File: config.mk
export PLATFORM = sky130hd
export DESIGN_NAME = rob
export DESIGN_NICKNAME = d
export VERILOG_FILES = /design/src/rtl/rob_pkg.sv /design/src/rtl/rob.sv
export SDC_FILE = /design/constraint.sdc
export NUM_CORES = 1
export LEC_CHECK = 0
export ABC_AREA = 1
export BUFFER_PORTS_ARGS = -buffer_cell sky130_fd_sc_hd__buf_4
export CORE_MARGIN = 5
export CORE_UTILIZATION = 30
export CTS_BUF_LIST = sky130_fd_sc_hd__clkbuf_2 sky130_fd_sc_hd__clkbuf_4 sky130_fd_sc_hd__clkbuf_8
export CTS_CLUSTER_SIZE = 25
export DETAILED_ROUTE_END_ITERATION = 16
export GPL_ROUTABILITY_DRIVEN = 1
export PLACE_DENSITY = 0.43
export SYNTH_ARGS = -nofsm -noshare
export SYNTH_HDL_FRONTEND = slang
export SYNTH_SLANG_ARGS = --single-unit
File: constraint.sdc
create_clock -name clk -period 15.8 [get_ports clk]
set_clock_uncertainty 0.2 [all_clocks]
set_input_delay 1.58 -clock clk [delete_from_list [all_inputs] [get_ports clk]]
set_output_delay 1.58 -clock clk [all_outputs]
set_load 0.02 [all_outputs]
File: src/rtl/rob_pkg.sv
// Shared constants for the reorder buffer slice.
//   ROB_SEL : width of a reorder-buffer entry index
//   ROB_NUM : number of reorder-buffer entries
//   RRF_SEL : width of a rename tag (the tag is the entry index)
//   REG_SEL : width of an architectural register index
// Also provides the head-pointer advance helper used by the top.
package rob_pkg;

    localparam int ROB_SEL = 6;
    localparam int ROB_NUM = 64;
    localparam int RRF_SEL = 6;
    localparam int REG_SEL = 5;

    // Next head position; the index width equals log2(ROB_NUM), so the
    // natural modulo wrap takes ROB_NUM-1 back to entry 0.
    function automatic logic [ROB_SEL-1:0] ptr_next(input logic [ROB_SEL-1:0] ptr);
        return ptr + {{(ROB_SEL-1){1'b0}}, 1'b1};
    endfunction

endpackage

File: src/rtl/rob.sv
// Reorder buffer: tracks dispatched instructions by entry index, marks them
// finished when ALU1 reports completion, and retires the oldest entry in
// program order (at most one per cycle), driving the architectural register
// file write port for it.
//
// Ports
//   clk                 : clock, all state updates on the rising edge
//   reset               : asynchronous active-high reset, clears all entries
//   dp1_i               : dispatch slot 1 valid
//   dp1_addr_i          : entry allocated by the dispatched instruction
//   dst_dp1_i           : architectural destination of the dispatched instruction
//   isValid_dst_dp1_i   : dispatched instruction writes a destination register
//   finish_ex_alu1_i    : ALU1 completion valid
//   ex_alu1_addr_i      : entry (rename tag) completed by ALU1
//   commit_ptr_1_o      : current head (oldest) entry index
//   arfwe_1_o           : architectural register write enable for the head
//   dst_arf_1_o         : architectural destination of the committing entry
module rob
    import rob_pkg::*;
(
    input  logic               clk,
    input  logic               reset,
    input  logic               dp1_i,
    input  logic [ROB_SEL-1:0] dp1_addr_i,
    input  logic [REG_SEL-1:0] dst_dp1_i,
    input  logic               isValid_dst_dp1_i,
    input  logic               finish_ex_alu1_i,
    input  logic [RRF_SEL-1:0] ex_alu1_addr_i,
    output logic [ROB_SEL-1:0] commit_ptr_1_o,
    output logic               arfwe_1_o,
    output logic [REG_SEL-1:0] dst_arf_1_o
);

    // Per-entry state.
    logic [ROB_NUM-1:0] busy;
    logic [ROB_NUM-1:0] finish;
    logic [ROB_NUM-1:0] dst_valid;
    logic [REG_SEL-1:0] dst [ROB_NUM];

    // Head (oldest entry) pointer.
    logic [ROB_SEL-1:0] head;

    // Combinational commit decision for the head entry.
    logic               commit;
    // Completion and dispatch hit the same entry in this cycle.
    logic               dp_ex_same;

    // Commit decision and register-file write port for the head entry.
    always_comb begin
        commit      = busy[head] & finish[head];
        arfwe_1_o   = 1'b0;
        dst_arf_1_o = {REG_SEL{1'b0}};
        if (commit) begin
            arfwe_1_o   = dst_valid[head];
            dst_arf_1_o = dst[head];
        end else begin
            arfwe_1_o   = 1'b0;
            dst_arf_1_o = {REG_SEL{1'b0}};
        end
    end

    // A completion tag matching the entry being dispatched in the same cycle.
    always_comb begin
        dp_ex_same = 1'b0;
        if (finish_ex_alu1_i && (ex_alu1_addr_i == dp1_addr_i)) begin
            dp_ex_same = 1'b1;
        end else begin
            dp_ex_same = 1'b0;
        end
    end

    assign commit_ptr_1_o = head;

    // Entry state and head pointer update. Later assignments to the same
    // entry override earlier ones, giving the priority:
    //   completion < commit clear < dispatch.
    // The completion busy check uses the pre-edge busy bit, so a completion
    // to a non-busy entry is dropped even if that entry is dispatched now;
    // the same-cycle dispatch+completion case is handled by dp_ex_same.
    always_ff @(posedge clk or posedge reset) begin
        if (reset) begin
            head      <= {ROB_SEL{1'b0}};
            busy      <= {ROB_NUM{1'b0}};
            finish    <= {ROB_NUM{1'b0}};
            dst_valid <= {ROB_NUM{1'b0}};
            for (int i = 0; i < ROB_NUM; i++) begin
                dst[i] <= {REG_SEL{1'b0}};
            end
        end else begin
            if (finish_ex_alu1_i && busy[ex_alu1_addr_i]) begin
                finish[ex_alu1_addr_i] <= 1'b1;
            end
            if (commit) begin
                busy[head]   <= 1'b0;
                finish[head] <= 1'b0;
                head         <= ptr_next(head);
            end
            if (dp1_i) begin
                busy[dp1_addr_i]      <= 1'b1;
                finish[dp1_addr_i]    <= dp_ex_same;
                dst[dp1_addr_i]       <= dst_dp1_i;
                dst_valid[dp1_addr_i] <= isValid_dst_dp1_i;
            end
        end
    end

endmodule

==> metrics.txt <==
kind of launch point of the worst setup path=flop; total detailed-routing wirelength=106000 um; drt first-iter violations=2197; routed length on met1=50200 um; half-perimeter wire length after detailed placement=66800 um; Critical Path AT=5.06 ns; Tot GR Track Use=23.0%; library cells used by synthesis=38; Layout area overhead=12.7%; share of the clock period used by the worst path after layout=43.3%; total of flip-flops plus latches after synthesis=518; Setup violations, final=0; total global routing overflow=0; Tightest Pin Transition=1.02 ns; initial cell density of the core=30.2%; Critical Path End Type=output pin; sequential element share of the synthesized area=50.5%; Worst-Skew Late Latency=0.72 ns; number of warnings printed during yosys synthesis=0; highest achievable clock rate=0.146 GHz; TritonCTS clock tree=yes; maximum number of buffers from clock root to sink=3; clock buffer count from CTS=100; status=completed; Antenna Nets Post-Route=0; leakage power figure=14.3 nW; pin count of the biggest net entering global routing=70; clock edge transition at the registers on the reported setup and hold paths=0.06 ns; buffers added on ports=33; Pwr Total=4.37 mW; first-pass GRT wire length=156000 um; biggest area consumer among synthesized cells=sky130_fd_sc_hd__dfrtp_1; via/cell ratio=5.01; average wire per cell in the routed design=23.0 um; top cells by area in the synthesized netlist=sky130_fd_sc_hd__dfrtp_1 51%, sky130_fd_sc_hd__nand2_1 17%, sky130_fd_sc_hd__o21ai_0 8.4%; data required time at the worst endpoint=14.02 ns; buffers inserted during post-CTS setup optimization=0; die outline area=0.0915 mm^2; final-report hold violation count=0; Power Density=151 mW/mm^2; clock root buffer=sky130_fd_sc_hd__clkbuf_8; worst relative slew slack=31.6%; CTS sink count=518; initial antenna violation count=6; mapped cell area=0.0257 mm^2; # DRC=0; share of final-layout standard cells stronger than drive strength 1=8.82%; Pre-antenna DRT Iters=5; Period minus WS final=6.84 ns; total of hold buffers inserted after clock tree synthesis=0; number of vias in the routed layout=23100; placer's final routability congestion estimate=0.887; Resize count post-CTS=0; Die Height=302 um; Ports=34; Top Metal Used=met5; top fanout value on the critical path=33; area of the core region=0.0850 mm^2; cell with the most instances after synthesis=sky130_fd_sc_hd__nand2_1; number of cells produced by synthesis=3418; Sum Neg Setup Slack=0 ns; Final Max Slew Viols=0; met3 layer wire length in the routed design=7690 um; vias in the first global route=22400; number of enable flip-flop cells after synthesis=0; Top FF cell, synth=sky130_fd_sc_hd__dfrtp_1; Mapped Nets=3441; share of Yosys cell area claimed by the top area cell type=50.5%; Max IR drop VDD=111 uV; routed wl met2=44900 um; Row Count=107; setup repair after global routing missed its margin=false; final-stage net count=3415; worst hold-check path type=reg2reg; fraction of registers with async set/reset=100%; layout filler cell count=9195; number of max-capacitance violations reported=0; die width=302 um; Syn Area/Cell=7.50 um^2; Synth top cells by count=1154 x sky130_fd_sc_hd__nand2_1, 518 x sky130_fd_sc_hd__dfrtp_1, 429 x sky130_fd_sc_hd__o21ai_0, 300 x sky130_fd_sc_hd__nor2_1, 284 x sky130_fd_sc_hd__inv_1; CTS H-tree lvls=3; critical setup path kind=reg2out
==> logic make-up (layout without fill, tap and decap cells) <==
kind of cell | Yosys count | in the layout | share of synthesized area [%]
fa+ha+maj | 1 | 1 | 0.0488
compound gates | 621 | 621 | 13.2
buf+inv | 506 | 558 | 8.09
simple gates | 1770 | 1770 | 28.0
xor+xnor | 2 | 2 | 0.0683
flops | 518 | 518 | 50.5
other cells | 0 | 1 | 0
==> path summary, 6_finish.rpt <==
kind | startpoint | to | slack [ns] | cells past startpoint
min in group asynchronous | reset | dst[284] | 0.90 | 3
setup reg to reg | commit_ptr_1_o[0] | finish[5] | 11.51 | 16
hold reg to reg | busy[24] | busy[24] | 0.27 | 2
hold / removal | busy[24] | busy[24] | 0.27 | 2
setup / recovery | commit_ptr_1_o[0] | arfwe_1_o | 8.96 | 13
max in group asynchronous | reset | dst[165] | 12.27 | 5
==> metrics by stage <==
| step | cell area, um^2 | hold WS, ns | util, % | instances | setup slack (ns) |
|---|---|---|---|---|---|
| 2_1_floorplan | 25700 | 0.242 | - | 3418 | 6.98 |
| 3_3_place_gp | 26800 | 0.257 | 31.5 | 4434 | 9.87 |
| 3_5_place_dp | 26800 | 0.260 | 31.5 | 4434 | 9.79 |
| 4_1_cts | 28900 | 0.275 | 34.0 | 4614 | 9.00 |
| 5_1_grt | 28900 | 0.291 | 34.0 | 4615 | 8.75 |
| 6_report | 28900 | 0.273 | 34.0 | 4615 | 8.96 |
==> flip-flops by register name (all words and copies together) (netlist names) <==
register        count
busy               64
commit_ptr_1_o      6
dst               320
dst_valid          64
finish             64
==> report_power, final <==
part           internal (mW)  switching, mW  total [mW]
Clock                  0.804          0.624        1.43
Sequential              1.50          0.117        1.62
Combinational          0.359          0.966        1.32
==> cell type report <==
cell class                 count  area, um^2  share of cell area [%]
multi-input combinational   2394       10700                    36.9
sequential                   518       13000                    44.8
tap                         1144        1430                    4.95
inverter                     300        1130                    3.91
timing repair buffer          78         586                    2.03
clock buffer                 163        2010                    6.96
clock inverter                17         120                   0.415
antenna                        1        2.50                 0.00865
==> worst max-delay path: stages (launching register included) <==
cell	delay, ns
sky130_fd_sc_hd__dfrtp_4	0.70
sky130_fd_sc_hd__inv_2	0.38
sky130_fd_sc_hd__buf_4	0.37
sky130_fd_sc_hd__nand2_2	0.70
sky130_fd_sc_hd__buf_4	0.56
sky130_fd_sc_hd__o22ai_1	0.13
sky130_fd_sc_hd__nor2_1	0.11
sky130_fd_sc_hd__nand2_1	0.06
sky130_fd_sc_hd__o21ai_0	0.24
sky130_fd_sc_hd__nand2_1	0.16
sky130_fd_sc_hd__nor2_1	0.30
sky130_fd_sc_hd__nand2_1	0.13
sky130_fd_sc_hd__nor2_1	0.23
sky130_fd_sc_hd__buf_4	0.20
==> cells in the final DEF, fill, tap and decap left out, types with 8 or more instances in the layout <==
cell and instances:
sky130_fd_sc_hd__nor2_1 298, sky130_fd_sc_hd__nand2_1 1148, sky130_fd_sc_hd__o31ai_1 10, sky130_fd_sc_hd__clkbuf_4 37, sky130_fd_sc_hd__clkinv_1 11, sky130_fd_sc_hd__o21ai_0 429, sky130_fd_sc_hd__a21oi_1 16, sky130_fd_sc_hd__nand2_2 8
sky130_fd_sc_hd__nand3_1 175, sky130_fd_sc_hd__o22ai_1 128, sky130_fd_sc_hd__inv_1 276, sky130_fd_sc_hd__nand4_1 69, sky130_fd_sc_hd__dfrtp_1 517, sky130_fd_sc_hd__o211ai_1 13, sky130_fd_sc_hd__clkbuf_8 126, sky130_fd_sc_hd__buf_4 78
sky130_fd_sc_hd__nor3_1 41, sky130_fd_sc_hd__clkinv_2 9, sky130_fd_sc_hd__inv_2 12
==> layer usage <==
layer / track usage [%] / up-vias
met4: 7.70 / 2
met3: 4.34 / 179
li1: - / 11000
met5: 0 / -
met1: 33.8 / 11100
met2: 34.1 / 821
(Power assumes the default switching activity.)
